File: src/rtl/lsu_arbiter_pkg.sv
// Shared types and constants for the LSU-to-memory arbiter slice.
package lsu_arbiter_pkg;

  localparam int LSU_COUNT     = 4;
  localparam int LSU_ADDR_BITS = 8;
  localparam int LSU_DATA_BITS = 8;

  // Memory-side request levels; a request is held until the matching ready.
  localparam logic MEM_REQ_ON  = 1'b1;
  localparam logic MEM_REQ_OFF = 1'b0;

  typedef enum logic [1:0] {
    ST_IDLE       = 2'd0,
    ST_READ_WAIT  = 2'd1,
    ST_WRITE_WAIT = 2'd2,
    ST_RELAY      = 2'd3
  } arb_state_t;

  function automatic int idx_bits(input int n);
    return (n > 1) ? $clog2(n) : 1;
  endfunction

  function automatic int wrap_inc(input int idx, input int n);
    return (idx + 1 >= n) ? 0 : idx + 1;
  endfunction

endpackage

File: src/rtl/lsu_arbiter_if.sv
// LSU-side and memory-side bus of the arbiter; slave = arbiter, master = LSUs plus memory.
interface lsu_arbiter_if
  import lsu_arbiter_pkg::*;
#(
  parameter int N  = LSU_COUNT,
  parameter int AW = LSU_ADDR_BITS,
  parameter int DW = LSU_DATA_BITS
);
  logic [N-1:0]         lsu_read_valid;
  logic [N-1:0][AW-1:0] lsu_read_address;
  logic [N-1:0]         lsu_read_ready;
  logic [N-1:0][DW-1:0] lsu_read_data;
  logic [N-1:0]         lsu_write_valid;
  logic [N-1:0][AW-1:0] lsu_write_address;
  logic [N-1:0][DW-1:0] lsu_write_data;
  logic [N-1:0]         lsu_write_ready;
  logic                 mem_read_valid;
  logic [AW-1:0]        mem_read_address;
  logic                 mem_read_ready;
  logic [DW-1:0]        mem_read_data;
  logic                 mem_write_valid;
  logic [AW-1:0]        mem_write_address;
  logic [DW-1:0]        mem_write_data;
  logic                 mem_write_ready;
  logic                 busy;

  modport slave (
    input  lsu_read_valid, lsu_read_address, lsu_write_valid, lsu_write_address,
           lsu_write_data, mem_read_ready, mem_read_data, mem_write_ready,
    output lsu_read_ready, lsu_read_data, lsu_write_ready, mem_read_valid,
           mem_read_address, mem_write_valid, mem_write_address, mem_write_data, busy
  );

  modport master (
    output lsu_read_valid, lsu_read_address, lsu_write_valid, lsu_write_address,
           lsu_write_data, mem_read_ready, mem_read_data, mem_write_ready,
    input  lsu_read_ready, lsu_read_data, lsu_write_ready, mem_read_valid,
           mem_read_address, mem_write_valid, mem_write_address, mem_write_data, busy
  );

endinterface

File: src/rtl/lsu_arbiter_rr_picker.sv
// Round-robin pick: rotate requests so i_ptr sits at bit 0, take the lowest set bit, rotate back.
module rr_picker
  import lsu_arbiter_pkg::*;
#(
  parameter int N  = LSU_COUNT,
  parameter int IW = idx_bits(N)
) (
  input  logic [N-1:0]  i_req,
  input  logic [IW-1:0] i_ptr,
  output logic          o_found,
  output logic [IW-1:0] o_idx
);

  logic [2*N-1:0] w_dbl;
  logic [N-1:0]   w_rot;
  logic [IW-1:0]  w_off;
  logic [IW:0]    w_sum;

  // Rotate, priority-encode from the pointer upward, then map back to an LSU index.
  always_comb begin
    w_dbl   = {i_req, i_req} >> i_ptr;
    w_rot   = w_dbl[N-1:0];
    o_found = 1'b0;
    w_off   = '0;
    for (int k = N - 1; k >= 0; k--) begin
      if (w_rot[k]) begin
        o_found = 1'b1;
        w_off   = IW'(k);
      end else begin
        o_found = o_found;
      end
    end
    w_sum = {1'b0, i_ptr} + {1'b0, w_off};
    if (w_sum >= (IW+1)'(N)) begin
      w_sum = w_sum - (IW+1)'(N);
    end else begin
      w_sum = w_sum;
    end
    o_idx = w_sum[IW-1:0];
  end

endmodule

File: src/rtl/lsu_arbiter.sv
// Round-robin arbiter sharing one memory channel among per-thread LSUs, one request at a time.
module lsu_arbiter
  import lsu_arbiter_pkg::*;
#(
  parameter int THREADS_PER_BLOCK = LSU_COUNT,
  parameter int ADDR_BITS         = LSU_ADDR_BITS,
  parameter int DATA_BITS         = LSU_DATA_BITS
) (
  input logic          clk,
  input logic          reset,
  lsu_arbiter_if.slave bus
);

  localparam int N  = THREADS_PER_BLOCK;
  localparam int IW = idx_bits(N);

  arb_state_t                  r_state,  w_state;
  logic [IW-1:0]               r_idx,    w_idx;
  logic [IW-1:0]               r_rr_ptr, w_rr_ptr;
  logic                        r_is_write, w_is_write;
  logic [ADDR_BITS-1:0]        r_addr,   w_addr;
  logic [DATA_BITS-1:0]        r_wdata,  w_wdata;
  logic                        r_mem_rv, w_mem_rv;
  logic                        r_mem_wv, w_mem_wv;
  logic [N-1:0]                r_rd_ready, w_rd_ready;
  logic [N-1:0]                r_wr_ready, w_wr_ready;
  logic [N-1:0][DATA_BITS-1:0] r_rd_data,  w_rd_data;
  logic [N-1:0]                w_req;
  logic                        w_found;
  logic [IW-1:0]               w_pick;
  logic                        w_hold;

  assign w_req = bus.lsu_read_valid | bus.lsu_write_valid;

  rr_picker #(.N(N), .IW(IW)) u_picker (
    .i_req   (w_req),
    .i_ptr   (r_rr_ptr),
    .o_found (w_found),
    .o_idx   (w_pick)
  );

  // State and registered outputs; reset aborts any transaction in flight.
  always_ff @(posedge clk) begin
    if (reset) begin
      r_state    <= ST_IDLE;
      r_idx      <= '0;
      r_rr_ptr   <= '0;
      r_is_write <= 1'b0;
      r_addr     <= '0;
      r_wdata    <= '0;
      r_mem_rv   <= MEM_REQ_OFF;
      r_mem_wv   <= MEM_REQ_OFF;
      r_rd_ready <= '0;
      r_wr_ready <= '0;
      r_rd_data  <= '0;
    end else begin
      r_state    <= w_state;
      r_idx      <= w_idx;
      r_rr_ptr   <= w_rr_ptr;
      r_is_write <= w_is_write;
      r_addr     <= w_addr;
      r_wdata    <= w_wdata;
      r_mem_rv   <= w_mem_rv;
      r_mem_wv   <= w_mem_wv;
      r_rd_ready <= w_rd_ready;
      r_wr_ready <= w_wr_ready;
      r_rd_data  <= w_rd_data;
    end
  end

  // Next state: grant, wait on memory, then hold ready until the LSU lets go of valid.
  always_comb begin
    w_state    = r_state;
    w_idx      = r_idx;
    w_rr_ptr   = r_rr_ptr;
    w_is_write = r_is_write;
    w_addr     = r_addr;
    w_wdata    = r_wdata;
    w_mem_rv   = r_mem_rv;
    w_mem_wv   = r_mem_wv;
    w_rd_ready = r_rd_ready;
    w_wr_ready = r_wr_ready;
    w_rd_data  = r_rd_data;
    w_hold     = 1'b0;
    case (r_state)
      ST_IDLE: begin
        if (w_found) begin
          w_idx = w_pick;
          if (bus.lsu_read_valid[w_pick]) begin
            w_is_write = 1'b0;
            w_addr     = bus.lsu_read_address[w_pick];
            w_mem_rv   = MEM_REQ_ON;
            w_state    = ST_READ_WAIT;
          end else begin
            w_is_write = 1'b1;
            w_addr     = bus.lsu_write_address[w_pick];
            w_wdata    = bus.lsu_write_data[w_pick];
            w_mem_wv   = MEM_REQ_ON;
            w_state    = ST_WRITE_WAIT;
          end
        end else begin
          w_state = ST_IDLE;
        end
      end
      ST_READ_WAIT: begin
        if (bus.mem_read_ready) begin
          w_rd_data[r_idx]  = bus.mem_read_data;
          w_rd_ready[r_idx] = 1'b1;
          w_mem_rv          = MEM_REQ_OFF;
          w_state           = ST_RELAY;
        end else begin
          w_state = ST_READ_WAIT;
        end
      end
      ST_WRITE_WAIT: begin
        if (bus.mem_write_ready) begin
          w_wr_ready[r_idx] = 1'b1;
          w_mem_wv          = MEM_REQ_OFF;
          w_state           = ST_RELAY;
        end else begin
          w_state = ST_WRITE_WAIT;
        end
      end
      ST_RELAY: begin
        w_hold = r_is_write ? bus.lsu_write_valid[r_idx] : bus.lsu_read_valid[r_idx];
        if (!w_hold) begin
          w_rd_ready = '0;
          w_wr_ready = '0;
          w_rr_ptr   = IW'(wrap_inc(int'(r_idx), N));
          w_state    = ST_IDLE;
        end else begin
          w_state = ST_RELAY;
        end
      end
      default: begin
        w_mem_rv   = MEM_REQ_OFF;
        w_mem_wv   = MEM_REQ_OFF;
        w_rd_ready = '0;
        w_wr_ready = '0;
        w_state    = ST_IDLE;
      end
    endcase
  end

  assign bus.lsu_read_ready    = r_rd_ready;
  assign bus.lsu_read_data     = r_rd_data;
  assign bus.lsu_write_ready   = r_wr_ready;
  assign bus.mem_read_valid    = r_mem_rv;
  assign bus.mem_read_address  = r_addr;
  assign bus.mem_write_valid   = r_mem_wv;
  assign bus.mem_write_address = r_addr;
  assign bus.mem_write_data    = r_wdata;
  assign bus.busy              = (r_state != ST_IDLE);

endmodule

File: src/flat_wrapper.sv
// flat-port wrapper written by rule: the top's interface ports become plain ports
module lsu_arbiter_flat import lsu_arbiter_pkg::*;
#(
  parameter int THREADS_PER_BLOCK = LSU_COUNT,
  parameter int ADDR_BITS         = LSU_ADDR_BITS,
  parameter int DATA_BITS         = LSU_DATA_BITS
)
  (clk, reset, bus_lsu_read_valid, bus_lsu_read_address, bus_lsu_write_valid, bus_lsu_write_address, bus_lsu_write_data, bus_mem_read_ready, bus_mem_read_data, bus_mem_write_ready, bus_lsu_read_ready, bus_lsu_read_data, bus_lsu_write_ready, bus_mem_read_valid, bus_mem_read_address, bus_mem_write_valid, bus_mem_write_address, bus_mem_write_data, bus_busy);
  lsu_arbiter_if #(.N((4)), .AW((8)), .DW((8))) bus_i ();
  input logic clk;
  input logic reset;
  input wire logic [$bits(bus_i.lsu_read_valid)-1:0] bus_lsu_read_valid;
  input wire logic [$bits(bus_i.lsu_read_address)-1:0] bus_lsu_read_address;
  input wire logic [$bits(bus_i.lsu_write_valid)-1:0] bus_lsu_write_valid;
  input wire logic [$bits(bus_i.lsu_write_address)-1:0] bus_lsu_write_address;
  input wire logic [$bits(bus_i.lsu_write_data)-1:0] bus_lsu_write_data;
  input wire logic [$bits(bus_i.mem_read_ready)-1:0] bus_mem_read_ready;
  input wire logic [$bits(bus_i.mem_read_data)-1:0] bus_mem_read_data;
  input wire logic [$bits(bus_i.mem_write_ready)-1:0] bus_mem_write_ready;
  output wire logic [$bits(bus_i.lsu_read_ready)-1:0] bus_lsu_read_ready;
  output wire logic [$bits(bus_i.lsu_read_data)-1:0] bus_lsu_read_data;
  output wire logic [$bits(bus_i.lsu_write_ready)-1:0] bus_lsu_write_ready;
  output wire logic [$bits(bus_i.mem_read_valid)-1:0] bus_mem_read_valid;
  output wire logic [$bits(bus_i.mem_read_address)-1:0] bus_mem_read_address;
  output wire logic [$bits(bus_i.mem_write_valid)-1:0] bus_mem_write_valid;
  output wire logic [$bits(bus_i.mem_write_address)-1:0] bus_mem_write_address;
  output wire logic [$bits(bus_i.mem_write_data)-1:0] bus_mem_write_data;
  output wire logic [$bits(bus_i.busy)-1:0] bus_busy;
  assign bus_i.lsu_read_valid = bus_lsu_read_valid;
  assign bus_i.lsu_read_address = bus_lsu_read_address;
  assign bus_i.lsu_write_valid = bus_lsu_write_valid;
  assign bus_i.lsu_write_address = bus_lsu_write_address;
  assign bus_i.lsu_write_data = bus_lsu_write_data;
  assign bus_i.mem_read_ready = bus_mem_read_ready;
  assign bus_i.mem_read_data = bus_mem_read_data;
  assign bus_i.mem_write_ready = bus_mem_write_ready;
  assign bus_lsu_read_ready = bus_i.lsu_read_ready;
  assign bus_lsu_read_data = bus_i.lsu_read_data;
  assign bus_lsu_write_ready = bus_i.lsu_write_ready;
  assign bus_mem_read_valid = bus_i.mem_read_valid;
  assign bus_mem_read_address = bus_i.mem_read_address;
  assign bus_mem_write_valid = bus_i.mem_write_valid;
  assign bus_mem_write_address = bus_i.mem_write_address;
  assign bus_mem_write_data = bus_i.mem_write_data;
  assign bus_busy = bus_i.busy;
  lsu_arbiter #(.THREADS_PER_BLOCK(THREADS_PER_BLOCK), .ADDR_BITS(ADDR_BITS), .DATA_BITS(DATA_BITS)) u_core (.clk(clk), .reset(reset), .bus(bus_i));
endmodule
File: config.mk
export PLATFORM = sky130hd
export DESIGN_NAME = lsu_arbiter_flat
export DESIGN_NICKNAME = d
export VERILOG_FILES = /design/src/rtl/lsu_arbiter_pkg.sv /design/src/rtl/lsu_arbiter_if.sv /design/src/rtl/lsu_arbiter_rr_picker.sv /design/src/rtl/lsu_arbiter.sv /design/src/flat_wrapper.sv
export SDC_FILE = /design/constraint.sdc
export NUM_CORES = 1
export LEC_CHECK = 0
export CAP_MARGIN = 25
export CORE_ASPECT_RATIO = 1.25
export CORE_MARGIN = 5
export CORE_UTILIZATION = 43
export CTS_BUF_LIST = sky130_fd_sc_hd__clkbuf_8
export CTS_CLUSTER_DIAMETER = 50
export DETAILED_ROUTE_END_ITERATION = 16
export MAX_ROUTING_LAYER = met4
export PLACE_DENSITY = 0.83
export SYNTH_ARGS = -nofsm -noshare
export SYNTH_HDL_FRONTEND = slang
export SYNTH_SLANG_ARGS = --single-unit
export TNS_END_PERCENT = 1
File: constraint.sdc
create_clock -name clk -period 5.2 [get_ports clk]
set_clock_uncertainty 0.2 [all_clocks]
set_input_delay 1.56 -clock clk [delete_from_list [all_inputs] [get_ports clk]]
set_output_delay 1.56 -clock clk [all_outputs]
set_load 0.05 [all_outputs]
==> impl_metrics.csv <==
group,metric,value,unit
status,status,"complete, no violations",
timing,tightest_slew,616,ps
clock_network,cts_inserted_buffers,9,
route,route.detailed.wl_per_inst,16.5,µm
floorplan,num_rows,39,
global_routing,grt_overflow,0,
clock_network,cts_tree,"yes",
setup_path,r2r-end,"u_core.bus.mem_write_data[0]",
hold_path,hp-class,"reg2reg",
synthesis,synth_seq_area_share,33.0,%
final_layout,syn_to_final_growth,51.9,%
clock_network,cts_root_buf,"clkbuf_8",
pwr,p_per_area,303,nW/µm²
route,routedLengthMet1,4890,µm
clock_network,cts.path.max_buffers,2,
final_layout,final_cell_area,5990,µm²
timing,setup_viol,0,
route,route.met2.wl,6650,µm
timing,timing.fmax,210,MHz
placement,place_area,5810,µm²
synthesis,synth.distinct_cells,40,
final_layout,antennaDiodeCount,0,
route,drc,0,
pwr,cellLeakagePower,0.00217,µW
timing,hold_viol_final,0,
route,first_pass_iters,5,
setup_path,r2r_cells,12,
hold_path,hold-path-endpoint,"u_core.bus.lsu_read_data[3]",
timing,finalCritPeriodShare,91.8,%
synthesis,syn_avg_cell_area,8.34,µm²
setup_path,crit_type,"in2reg",
final_layout,drive_above_1_share,8.91,%
floorplan,ios,183,
global_routing,grt_max_degree,57,
synthesis,ys_ff_latch,65,
global_routing,antenna_found_initial,0,
route,routed.top_layer,"met4",
setup_path,crit_path_end_kind,"flop",
setup_path,cp-start-kind,"input port",
synthesis,syn-num-nets,595,
setup_path,reg2reg_from,"u_core.r_rr_ptr[0]",
synthesis,ys.flop_type,"dfxtp_1",
placement,post-dp-hpwl,10100,µm
floorplan,chipWidth,95.6,µm
route,vias,4125,
setup_path,worst_ep_arrival_time,4850,ps
route,drtAntennaViolNets,0,
setup_path,crit_required,5280,ps
global_routing,grt_pass1_wl,20100,µm
clock_network,clock_sinks,65,
floorplan,initial_core_util,43.4,%
clock_network,clkTransAtPathRegs,80,ps
clock_network,cts-hold-fix-buffers,0,
placement,place.port_buffers,182,
final_layout,layout_common_cells,"clkdlybuf4s50_1 (181), nand2_1 (74), dfxtp_1 (65), nor2_1 (58), a21oi_1 (42)",
synthesis,synthCells,473,
global_routing,grt_pass1_vias,4156,
clock_network,cts-htree-levels,3,
final_layout,fin_nets,757,
timing,fin_setup_tns,0,ps
synthesis,synth_edf_count,0,
timing,period_needed,4770,ps
pwr,irDropWorstVdd,0.000138,V
setup_path,cp_max_fo,26,
synthesis,netlist_area,3940,µm²
placement,gp_congestion,0.884,
clock_network,cts_setup_buffers,0,
route,met3WireLength,829,µm
job,max_cap_violations,0,
hold_path,min_from,"u_core.bus.lsu_read_data[3]",
floorplan,core_area,9080,µm²
route,first_iter_violations,183,
setup_path,reg2reg_slack,1810,ps
synthesis,synth-async-reset-ratio,0,%
global_routing,grt_usage,23.6,%
route,wirelength,12600,µm
floorplan,fp.dieH,117,µm
final_layout,mostFrequentLayoutCell,"clkdlybuf4s50_1",
hold_path,whs_path_depth,2,
timing,slew_violations,0,
route,routed_via_density,5.41,
clock_network,insertion_delay,340,ps
timing,rsz0062_at_grt,"false",
floorplan,dieArea,11200,µm²
synthesis,yosysWarnings,0,
clock_network,cts_resized,0,
timing,maxSlewHeadroom,58.6,%
-- through the flow --
stage               std cells  power, µW  utilization [%]  hold slack (ps)  worst slack (ps)
finish                    763       1810             66.0              259               428
global placement          746       1420             63.8              241               252
detailed placement        747       1440             64.0              249               179
CTS                       763       1830             66.0              260               491
global route              763       1910             66.0              282               123
floorplan                 473       1160                -              286               530
-- Yosys cell counts (5+ instances only) --
master	count	share of area, %
mux4_2	9	5.1
nor3_1	18	2.3
mux2_4	8	3.0
dfxtp_1	65	33
a211oi_1	12	2.3
or3_1	8	1.3
o21ai_0	19	2.4
nand2_1	74	7.0
mux2i_1	32	8.1
clkbuf_1	28	2.7
buf_4	8	1.5
ha_1	6	1.9
a21oi_1	43	5.5
o311ai_0	16	3.6
inv_1	5	0.48
nor2_1	58	5.5
or4_1	10	1.9
nor2b_1	11	1.7
-- cells by family after synthesis --
group	share of synthesized area (%)
fa+ha+maj	1.90
buf+inv	5.81
flops	33.0
compound gates	15.5
mux	19.0
xor+xnor	0.698
simple gates	24.2
-- worst max-delay path by stage --
stage | start | end | cells after the start
after floorplan | bus_lsu_read_valid[2] | u_core.bus.mem_write_data[0] | 12
after global placement | bus_lsu_read_valid[3] | u_core.bus.mem_write_data[4] | 13
after detailed placement | bus_lsu_read_valid[3] | u_core.bus.mem_write_data[3] | 13
after CTS | bus_lsu_read_valid[3] | u_core.bus.mem_write_data[0] | 14
after global routing | bus_lsu_read_valid[3] | u_core.bus.mem_write_data[0] | 14
final | bus_lsu_read_valid[3] | u_core.bus.mem_write_data[0] | 14
-- report_power, final --
| group | internal, µW | switching, µW | total, µW | leakage (µW) |
|---|---|---|---|---|
| Sequential | 555 | 48.7 | 603 | 0.000529 |
| Clock | 187 | 202 | 389 | 0.0000887 |
| Combinational | 347 | 474 | 820 | 0.00155 |
| Total | 1090 | 725 | 1810 | 0.00217 |
-- area by class of cell --
type / instances / area, µm²
Fill cell: 776 / 3090
Multi-Input combinational cell: 360 / 2420
Timing Repair Buffer: 194 / 1920
Sequential cell: 65 / 1300
Tap cell: 123 / 154
Clock buffer: 10 / 138
Clock inverter: 6 / 42.5
Inverter: 5 / 18.8
-- critical path, cell delays in order --
cell and delay, ps:
clkdlybuf4s50_1 580, nor2_1 120, or4_1 410, nand3_1 90, o21ai_0 70, nand3_1 90
ha_1 270, buf_4 310, nand2b_1 480, nor2_1 100, o21ai_0 200, o311ai_0 180
nor3_1 210, mux2_4 180
-- metal layers --
| metal | GRT usage [%] | up-vias |
|---|---|---|
| li1 | - | 2008 |
| met1 | 27.4 | 1927 |
| met2 | 41.7 | 174 |
| met3 | 3.64 | 16 |
| met4 | 7.31 | 0 |
| met5 | - | - |
-- registers in the layout (all words and copies together), names as in the netlist --
| name | count |
|---|---|
| u_core.r_is_write | 1 |
| u_core.bus.lsu_read_data | 32 |
| u_core.bus.mem_write_data | 8 |
| u_core.bus.mem_read_address | 8 |
| u_core.r_rr_ptr | 2 |
| u_core.bus.mem_read_valid | 1 |
| u_core.r_idx | 2 |
| u_core.r_state | 2 |
| u_core.bus.mem_write_valid | 1 |
| u_core.bus.lsu_write_ready | 4 |
| u_core.bus.lsu_read_ready | 4 |
(Power assumes the default switching activity.)
